**config.mk**
```make
export PLATFORM = sky130hd
export DESIGN_NAME = exception_ctrl
export DESIGN_NICKNAME = d
export VERILOG_FILES = /design/src/rtl/exc_pkg.sv /design/src/rtl/exc_prio_enc.sv /design/src/rtl/exception_ctrl.sv
export SDC_FILE = /design/constraint.sdc
export NUM_CORES = 1
export LEC_CHECK = 0
export CAP_MARGIN = 20
export CORE_ASPECT_RATIO = 0.6
export CORE_MARGIN = 2
export CORE_UTILIZATION = 30
export CTS_CLUSTER_DIAMETER = 200
export CTS_CLUSTER_SIZE = 10
export DETAILED_ROUTE_END_ITERATION = 8
export GPL_TIMING_DRIVEN = 1
export PLACE_DENSITY = 0.63
export SLEW_MARGIN = 0
export SYNTH_ARGS = -nofsm -noshare
export SYNTH_HDL_FRONTEND = slang
export SYNTH_SLANG_ARGS = --single-unit
```
**constraint.sdc**
```tcl
create_clock -name Clk -period 3.6 [get_ports Clk]
set_input_delay 0.54 -clock Clk [delete_from_list [all_inputs] [get_ports Clk]]
set_output_delay 0.54 -clock Clk [all_outputs]
set_load 0.01 [all_outputs]
```
**src/rtl/exc_pkg.sv**
```systemverilog
// Shared types and constants for the exception sequencer: FSM states, cause codes,
// default vector locations and the memory-address helper.
package exc_pkg;

  typedef enum logic [2:0] {
    ST_IDLE,
    ST_SAVE,
    ST_WAIT,
    ST_READ,
    ST_JUMP,
    ST_RETURN
  } exc_state_t;

  localparam logic [1:0] CAUSE_NONE = 2'b00;
  localparam logic [1:0] CAUSE_OPC  = 2'b01;
  localparam logic [1:0] CAUSE_OVF  = 2'b10;
  localparam logic [1:0] CAUSE_DIV  = 2'b11;

  localparam logic [7:0] DEF_OPC_VEC = 8'd253;
  localparam logic [7:0] DEF_OVF_VEC = 8'd254;
  localparam logic [7:0] DEF_DIV_VEC = 8'd255;

  localparam int unsigned DEF_MEM_WAIT = 1;

  function automatic logic [31:0] vec_addr(input logic [7:0] vec);
    return {24'b0, vec};
  endfunction

endpackage

```
**src/rtl/exc_prio_enc.sv**
```systemverilog
// Priority encoder for exception requests: opcode > overflow > divzero.
// The divzero request only counts when EXC_DIVZERO_EN is defined.
module exc_prio_enc
  import exc_pkg::*;
#(
  parameter logic [7:0] OPC_VEC = DEF_OPC_VEC,
  parameter logic [7:0] OVF_VEC = DEF_OVF_VEC,
  parameter logic [7:0] DIV_VEC = DEF_DIV_VEC
) (
  input  logic       opc,
  input  logic       ovf,
  input  logic       div,
  output logic       valid,
  output logic [1:0] cause,
  output logic [7:0] vec
);

  logic div_req;

`ifdef EXC_DIVZERO_EN
  assign div_req = div;
`else
  assign div_req = 1'b0;
`endif

  always_comb begin
    valid = 1'b0;
    cause = CAUSE_NONE;
    if (opc) begin
      valid = 1'b1;
      cause = CAUSE_OPC;
    end else if (ovf) begin
      valid = 1'b1;
      cause = CAUSE_OVF;
    end else if (div_req) begin
      valid = 1'b1;
      cause = CAUSE_DIV;
    end
  end

  // vec is only consumed when valid is set, so the mux needs no build switch
  always_comb begin
    vec = '0;
    if (opc)      vec = OPC_VEC;
    else if (ovf) vec = OVF_VEC;
    else if (div) vec = DIV_VEC;
  end

endmodule

```
**src/rtl/exception_ctrl.sv**
```systemverilog
// Multicycle exception sequencer: saves EPC/cause, fetches the handler byte from a
// vector location, loads it into PC, and sequences eret. Optional macro: EXC_DIVZERO_EN.
module exception_ctrl
  import exc_pkg::*;
#(
  parameter logic [7:0]  OPC_VEC  = DEF_OPC_VEC,
  parameter logic [7:0]  OVF_VEC  = DEF_OVF_VEC,
  parameter logic [7:0]  DIV_VEC  = DEF_DIV_VEC,
  parameter int unsigned MEM_WAIT = DEF_MEM_WAIT
) (
  input  logic        Clk,
  input  logic        reset,
  input  logic        exc_opcode,
  input  logic        exc_overflow,
  input  logic        exc_divzero,
  input  logic        eret,
  input  logic [31:0] pc,
  input  logic [31:0] mem_data,
  output logic        busy,
  output logic        mem_req,
  output logic [31:0] mem_addr,
  output logic        pc_load,
  output logic [31:0] new_pc,
  output logic [31:0] epc,
  output logic [1:0]  cause,
  output logic [7:0]  exc_count
);

  localparam logic [1:0] WAIT_LOAD = (MEM_WAIT == 0) ? 2'd0 : 2'(MEM_WAIT - 1);

  exc_state_t state, next_state;
  logic [1:0] wait_cnt;
  logic [7:0] handler;
  logic [7:0] vec_q;

  logic       req_valid;
  logic [1:0] req_cause;
  logic [7:0] req_vec;

  logic [23:0] mem_hi_unused;
  assign mem_hi_unused = mem_data[31:8];

  exc_prio_enc #(
    .OPC_VEC (OPC_VEC),
    .OVF_VEC (OVF_VEC),
    .DIV_VEC (DIV_VEC)
  ) u_prio (
    .opc   (exc_opcode),
    .ovf   (exc_overflow),
    .div   (exc_divzero),
    .valid (req_valid),
    .cause (req_cause),
    .vec   (req_vec)
  );

  always_ff @(posedge Clk) begin
    if (!reset) begin
      state     <= ST_IDLE;
      wait_cnt  <= '0;
      handler   <= '0;
      vec_q     <= '0;
      epc       <= '0;
      cause     <= CAUSE_NONE;
      exc_count <= '0;
    end else begin
      state <= next_state;
      case (state)
        ST_IDLE: begin
          if (req_valid) begin
            epc   <= pc - 32'd4;
            cause <= req_cause;
            vec_q <= req_vec;
            if (exc_count != '1) exc_count <= exc_count + 8'd1;
          end
        end
        ST_SAVE:   wait_cnt <= WAIT_LOAD;
        ST_WAIT:   wait_cnt <= wait_cnt - 2'd1;
        ST_READ:   handler  <= mem_data[7:0];
        ST_RETURN: cause    <= CAUSE_NONE;
        default: ;
      endcase
    end
  end

  always_comb begin
    next_state = state;
    busy       = 1'b0;
    mem_req    = 1'b0;
    mem_addr   = '0;
    pc_load    = 1'b0;
    new_pc     = '0;
    case (state)
      ST_IDLE: begin
        if (req_valid)  next_state = ST_SAVE;
        else if (eret)  next_state = ST_RETURN;
      end
      ST_SAVE, ST_WAIT, ST_READ: begin
        busy     = 1'b1;
        mem_req  = 1'b1;
        mem_addr = vec_addr(vec_q);
        if (state == ST_SAVE)
          next_state = (MEM_WAIT == 0) ? ST_READ : ST_WAIT;
        else if (state == ST_WAIT)
          next_state = (wait_cnt == 2'd0) ? ST_READ : ST_WAIT;
        else
          next_state = ST_JUMP;
      end
      ST_JUMP: begin
        busy       = 1'b1;
        pc_load    = 1'b1;
        new_pc     = {24'b0, handler};
        next_state = ST_IDLE;
      end
      ST_RETURN: begin
        busy       = 1'b1;
        pc_load    = 1'b1;
        new_pc     = epc;
        next_state = ST_IDLE;
      end
      default: next_state = ST_IDLE;
    endcase
  end

endmodule

```
# Word-level counts from Yosys, hierarchy flattened
# Cells that the tools add are included.
[word_totals] register_bits=63 input_bits=70 out_inout_bits=109
[classes] n_addsub=3 n_eq_ne=8 n_mux=21 n_reduce_logical=10
[op_table] cell="case mux 32 bit (2 select lines)" count=1
[op_table] cell="2-to-1 mux 8 bit" count=4
[op_table] cell="subtractor 32 x 3 -> 32 bit (second input constant)" count=1
[op_table] cell="2-to-1 mux 3 bit" count=4
[op_table] cell="adder 8 x 1 -> 8 bit (second input constant)" count=1
[op_table] cell="inequality test 8 bit (second input constant)" count=1
[op_table] cell="case mux 2 bit (2 select lines)" count=2
[op_table] cell="equality test 3 x 2 -> 1 bit (second input constant)" count=2
[op_table] cell="equality test 3 bit (second input constant)" count=2
[op_table] cell="2-to-1 mux 1 bit" count=6
[op_table] cell="2-to-1 mux 2 bit" count=3
[op_table] cell="case mux 3 bit (2 select lines)" count=1
[op_table] cell="OR reduction 5 bit" count=1
[op_table] cell="AND reduction 2 bit" count=2
[op_table] cell="nonzero test 2 bit" count=2
[op_table] cell="equality test 3 x 1 -> 1 bit (second input constant)" count=1
[op_table] cell="logical NOT 3 bit" count=1
[op_table] cell="inequality test 3 bit (second input constant)" count=1
[op_table] cell="AND reduction 3 bit" count=1
[op_table] cell="OR reduction 3 bit" count=1
[op_table] cell="logical NOT 2 bit" count=1
[op_table] cell="inequality test 2 bit (second input constant)" count=1
[op_table] cell="OR reduction 2 bit" count=1
[op_table] cell="subtractor 2 x 1 -> 2 bit (second input constant)" count=1

# Depth between registers and ports, before layout
# Gate-level depths: netlist (run 1).
[logic_depth] depth_word=5 ltp_mapped=8

# Modules after synthesis
# From an unflattened synthesis (run 1), not the netlist that was laid out.
[unflattened] hier_cells=433 hier_area_um2=3520.9
[modules_own_cells] module="exception_ctrl" instances=1 cells_each=420 area_per_inst_um2=3440.8 seq_area_each_um2=1261.2
[modules_own_cells] module="exc_prio_enc" instances=1 cells_each=13 area_per_inst_um2=80.1 seq_area_each_um2=0.0

# Worst setup path after synthesis (run 1)
# OpenSTA, ideal clock, no wires.
[synth_path] path_type="input -> register" from="input pc[11]" to="register epc[26]" setup_ps=131 arrival_time_ps=2193 required_time_ps=3469 setup_slack_ps=1276 stages=6 n_path_buf=1 cell_sequence="or4_4 or4_4 buf_6 nor4b_4 xnor2_1 a21oi_2"
[synth_between] elab_chain_cells=1
[synth_rtl] item="from (decl)" line_no="exception_ctrl.sv:17" rtl="input logic [31:0] pc,"
[synth_rtl] item="subtractor 32 x 3 -> 32 bit" line_no="exception_ctrl.sv:70" rtl="epc <= pc - 32'd4;"
[synth_rtl] item="to (signal assigned)" line_no="exception_ctrl.sv:70"
[synth_rtl] item="to (decl)" line_no="exception_ctrl.sv:24" rtl="output logic [31:0] epc,"
# No other way between the ends.
# A chain may end at the register's enable or synchronous reset.

# Worst setup path in the final report (run 1)
[layout_path] from="register state[1]" to="output new_pc[17]"
[layout_between] elab_chain_cells=2 elab_cells_between_ends=3 cone_classes="eq/ne (2); mux (1)"
[layout_rtl] item="from (decl)" line_no="exception_ctrl.sv:31" rtl="exc_state_t state, next_state;"
[layout_rtl] item="from (signal assigned)" line_no="exception_ctrl.sv:66" rtl="state <= next_state;"
[layout_rtl] item="equality test 3 bit" line_no="exception_ctrl.sv:92" rtl="case (state)"
[layout_rtl] item="case mux 32 bit (2 select lines) *" line_no="exception_ctrl.sv:92"
[layout_rtl] item="to (decl)" line_no="exception_ctrl.sv:23" rtl="output logic [31:0] new_pc,"
# Mark *: on every way between the ends. The rest lies on a longest branch, timed or not.

==> impl_metrics.tcl, run 1 <==
set metrics [dict create \
    status "completed" \
    grt_max_degree 53 \
    holdWs_ns 0.456 \
    routed_via_density 4.74 \
    drt-total-wl_um 9780 \
    critPathTopFamily "buffers and inverters" \
    antenna_found_initial 0 \
    start_util 0.307 \
    crit_path_frequent_cell "inv_1" \
    antenna_cells 0 \
    syn_to_final_growth_pct 50.3 \
    final_cell_mix "clkdlybuf4s50_1, dfxtp_1, nor2_1, a21oi_1, nand2_1" \
    drv_slew 0 \
    final_nets 593 \
    io_buffers 129 \
    synth-edff-count 0 \
    ys_seq_area_frac 0.359 \
    cts_inserted_buffers 9 \
    p_leak_nw 1.82 \
    syn_inst 403 \
    yosysWarnings 0 \
    min_to "handler[3]" \
    chipWidth_um 138 \
    grt_pass1_vias 2988 \
    critPathBufInv 3 \
    grt_pass1_wl_um 15600 \
    r2r-end "handler[1]" \
    clk_path_buf_depth 2 \
    r2r_slack_ns 1.55 \
    critical_path_class "reg2out" \
    total_power_mw 2.38 \
    hpwl_um 7150 \
    cts.sinks 58 \
    layout-drive-gt1-share 0.0611 \
    tns_ns 0 \
    fin_ws_ns 0.363 \
    globalplace.congestion 0.823 \
    path_cells "inv_1 > nand2_1 > inv_1 > and3_1 > clkdlybuf4s50_1" \
    drcViolationCount 0 \
    dr.pass1.iters 4 \
    post_cts_buffers 0 \
    layout_min_cycle_time_ns 3.24 \
    cts_hold_buf 0 \
    placedCellCount 647 \
    num_vias 3142 \
    critPathCaptureType "output port" \
    async_flop_share 0 \
    worst_slew_pin_slew_ns 1.04 \
    placementRows 29 \
    hold_viol 0 \
    die_h_um 84.4 \
    cp-start-kind "register" \
    critPathArrivalTime_ns 2.70 \
    p_per_area_nw_per_um2 490 \
    drtAntennaViolNets 0 \
    hp-class "reg2reg" \
    cap_violations 0 \
    slew_headroom 0.300 \
    syn_avg_cell_area_um2 8.03 \
    cpPeakStageDelay_ns 0.68 \
    hold_start "handler[3]" \
    setup_viol 0 \
    num-fill-cells 1022 \
    synth_seq_cells 58 \
    cp-startpoint "state[1]" \
    irDropWorstVdd_uv 268 \
    h-tree-depth 3 \
    cp.required_ns 3.06 \
    layout_commonest_cell "clkdlybuf4s50_1" \
    crit_slowest_cell "inv_1" \
    cts_tree "yes" \
    period_share 0.899 \
    io_pins 179 \
    rsz0062_at_grt "false" \
    syn_area_um2 3230 \
    core_um2 10500 \
    yosysUniqueCellTypes 39 \
    reg2reg_from "state[0]" \
    rr_worst_depth 5 \
    post_cts_resized 0 \
    wire_per_inst_um 14.7 \
    pre_cts_slack_ns 0.681 \
    synth_ff_type "dfxtp_1" \
    fmax_mhz 309 \
    final_area_um2 4860 \
    drt_iter0_drc 105 \
    utilization 0.462 \
    fin_cells 663 \
    fin_skew_ns 0.00569 \
    cts_root_buf "clkbuf_16" \
    path_max_fanout 25 \
    grt-ovfl-total 0 \
    hold_depth 2 \
    clk_pin_slew_worst_paths_ns 0.05 \
    die_area_um2 11700 \
    dpl-instance-area_um2 4530 \
    grt_usage 0.167 \
    clk_latency_ns 0.32 \
]
## worst max path at each step
| stage | endpoint | cells past startpoint |
|---|---|---|
| after floorplan | epc[26] | 6 |
| after global placement | epc[29] | 6 |
| after detailed placement | epc[22] | 6 |
| after CTS | new_pc[10] | 5 |
| after global routing | new_pc[10] | 4 |
| final | new_pc[17] | 5 |
## cell type report
cell class	count	area, um^2	area share
well taps	139	174	0.0358
clock inverters	2	35.0	0.00721
clock buffers	13	270	0.0556
inverters	9	33.8	0.00695
flip-flops and latches	58	1160	0.239
multi-input cells	307	1820	0.374
repair buffers	135	1370	0.282
## sequential cells by signal, indices dropped and copies added, names as in the netlist
signal / count
epc: 32
wait_cnt: 2
cause: 2
handler: 8
exc_count: 8
state: 3
vec_q: 3
## kinds of logic after synthesis
logic type      share of synthesized area
simple gates                        0.262
xor+xnor                           0.0839
other cells                       0.00116
fa+ha+maj                          0.0116
mux                                0.0340
flops                               0.359
compound gates                      0.140
buf+inv                             0.108
## power by group
part	switching (mW)	internal (mW)
Sequential	0.0786	0.743
Clock	0.284	0.587
Combinational	0.347	0.343
## cell usage after synthesis, types with 4 or more instances
library cell | count | share of area
and3_1 | 26 | 0.050
nand2_1 | 31 | 0.036
inv_1 | 9 | 0.010
mux2i_1 | 11 | 0.034
nand3_1 | 5 | 0.0077
xor2_1 | 11 | 0.030
and2_1 | 4 | 0.0077
buf_4 | 30 | 0.070
nor4_1 | 4 | 0.0077
a211oi_1 | 7 | 0.016
dfxtp_1 | 58 | 0.36
xnor2_1 | 20 | 0.054
a21oi_1 | 35 | 0.054
or4_1 | 7 | 0.016
clkbuf_1 | 18 | 0.021
nand4_1 | 8 | 0.015
nor3_1 | 15 | 0.023
o21ai_0 | 24 | 0.037
nor2_1 | 45 | 0.052
## metal layers
metal	vias to the layer above	wire length (um)	global-route usage
met5	-	0	0
met4	0	68	0.0371
met3	8	576	0.0485
met2	105	3950	0.242
met1	1438	5190	0.245
li1	1591	-	-
## worst min-delay path, cell delays in order, from the launching register on
cell and delay, ns:
dfxtp_1 0.30, nand2_1 0.05, a21oi_1 0.05
(Power assumes the default switching activity.)
==> run 2, diff against run 1 <==
--- a/config.mk
+++ b/config.mk
@@ -12,7 +12,7 @@
 export CTS_CLUSTER_DIAMETER = 200
 export CTS_CLUSTER_SIZE = 10
 export DETAILED_ROUTE_END_ITERATION = 8
-export GPL_TIMING_DRIVEN = 1
+export GPL_TIMING_DRIVEN = 0
 export PLACE_DENSITY = 0.63
 export SLEW_MARGIN = 0
 export SYNTH_ARGS = -nofsm -noshare
==> run 2 against run 1 <==
Global-route usage rose by 1.4 points. Final area rose by 4.1%. Combinational power rose by 5.7%. Critical path depth did not move. Power fell by 1.1%. Utilization rose by 1.9 points. Sequential power rose by 0.7%. Flip-flop and latch count did not move. Via count rose by 6.6%. Setup slack improved by 0.042 ns. Die area did not move.
==> impl_metrics.tcl, run 2 (synthesis results as in run 1) <==
set metrics [dict create \
    p_per_area_nw_per_um2 466 \
    layout-drive-gt1-share 0.0982 \
    critPathCaptureType "output port" \
    start_util 0.307 \
    antenna_found_initial 0 \
    drt_iter0_drc 179 \
    syn_to_final_growth_pct 56.4 \
    grt-ovfl-total 0 \
    chipWidth_um 138 \
    clk_latency_ns 0.32 \
    cts_tree "yes" \
    final_nets 638 \
    io_buffers 128 \
    drcViolationCount 0 \
    largest_register_ffs 32 \
    drv_slew 0 \
    p_leak_nw 1.96 \
    hp-class "reg2reg" \
    post_cts_resized 0 \
    path_max_fanout 10 \
    io_pins 179 \
    cts_hold_buf 0 \
    grt_pass1_vias 3121 \
    fmax_mhz 313 \
    worst_slew_pin_slew_ns 1.05 \
    drt-total-wl_um 10700 \
    irDropWorstVdd_uv 264 \
    rsz0062_at_grt "false" \
    clockPowerShare 0.340 \
    status "completed" \
    p_comb_frac 0.310 \
    num_vias 3348 \
    p_sw_frac 0.313 \
    r2r_slack_ns 1.25 \
    tns_ns 0 \
    final_cell_mix "clkdlybuf4s50_1, dfxtp_1, nor2_1, a21oi_1, nand2_1" \
    die_area_um2 11700 \
    reg_top3 "epc (32), exc_count (8), handler (8)" \
    reg2reg_from "state[2]" \
    placedCellCount 693 \
    critPathArrivalTime_ns 2.66 \
    utilization 0.481 \
    placementRows 29 \
    p_int_mw 1.62 \
    cts_inserted_buffers 9 \
    slew_headroom 0.296 \
    drtAntennaViolNets 0 \
    largest-register "epc" \
    cts.sinks 58 \
    crit_end "new_pc[6]" \
    total_power_mw 2.36 \
    rr_worst_depth 6 \
    antenna_cells 0 \
    fin_skew_ns 0.00868 \
    cp.required_ns 3.06 \
    final_area_um2 5060 \
    dpl-instance-area_um2 4780 \
    p_seq_frac 0.351 \
    core_um2 10500 \
    h-tree-depth 3 \
    die_h_um 84.4 \
    post_cts_buffers 0 \
    grt_usage 0.181 \
    cp-start-kind "register" \
    fin_cells 709 \
    wire_per_inst_um 15.0 \
    r2r-end "exc_count[5]" \
    dr.pass1.iters 5 \
    critical_path_class "reg2out" \
    cp-startpoint "state[0]" \
    layout_min_cycle_time_ns 3.20 \
    hpwl_um 8150 \
    setup_viol 0 \
    grt_pass1_wl_um 16700 \
    p_sw_mw 0.736 \
    hold_viol 0 \
    grt_max_degree 11 \
    cts_root_buf "clkbuf_16" \
    clk_path_buf_depth 2 \
    period_share 0.888 \
    globalplace.congestion 0.899 \
    routed_via_density 4.72 \
    layout_commonest_cell "clkdlybuf4s50_1" \
    clk_pin_slew_worst_paths_ns 0.05 \
    cap_violations 0 \
]
-- run 2: stage by stage --
step | setup slack [ns] | hold slack, ns
6_report | 0.405 | 0.454
5_1_grt | 0.255 | 0.467
4_1_cts | 0.359 | 0.451
3_5_place_dp | 0.417 | 0.445
3_3_place_gp | 0.414 | 0.442
2_1_floorplan | 1.28 | 0.432
-- run 2: final cells by class --
class                           count  area, um^2
Buffer                             52         315
Clock buffer                       14         274
Clock inverter                      2        10.0
Fill cell                        1039        5460
Inverter                            9        33.8
Multi-Input combinational cell    307        1810
Sequential cell                    58        1160
Tap cell                          139         174
Timing Repair Buffer              128        1280
-- run 2: metal layers --
metal	share of wire	vias up	track usage
met4	0.0029	0	0.0353
met5	0	-	0
met2	0.41	128	0.259
met1	0.52	1537	0.265
met3	0.073	4	0.0599
li1	-	1679	-
-- run 2: how the worst min path moves through the flow --
stage	from	to	slack (ns)	cells past startpoint
final	handler[5]	handler[5]	0.45	2
after floorplan	vec_q[6]	vec_q[6]	0.43	2
after global placement	handler[4]	handler[4]	0.44	2
after global routing	vec_q[0]	vec_q[0]	0.47	2
after CTS	vec_q[0]	vec_q[0]	0.45	2
after detailed placement	vec_q[0]	vec_q[0]	0.44	2
-- run 2: power by group through the flow --
| stage | clock [mW] | sequential, mW | combinational [mW] |
|---|---|---|---|
| after floorplan | 0 | 0.851 | 0.332 |
| after global placement | 0 | 0.833 | 0.718 |
| after detailed placement | 0 | 0.836 | 0.730 |
| after CTS | 0.825 | 0.825 | 0.733 |
| after global routing | 0.854 | 0.837 | 0.795 |
| final | 0.800 | 0.827 | 0.729 |
-- run 2: worst max-delay path: stages, from the launching register on --
cell and delay, ns:
dfxtp_1 0.40, buf_1 0.47, buf_1 0.63, mux2i_1 0.16, nor2_1 0.12, clkdlybuf4s50_1 0.55
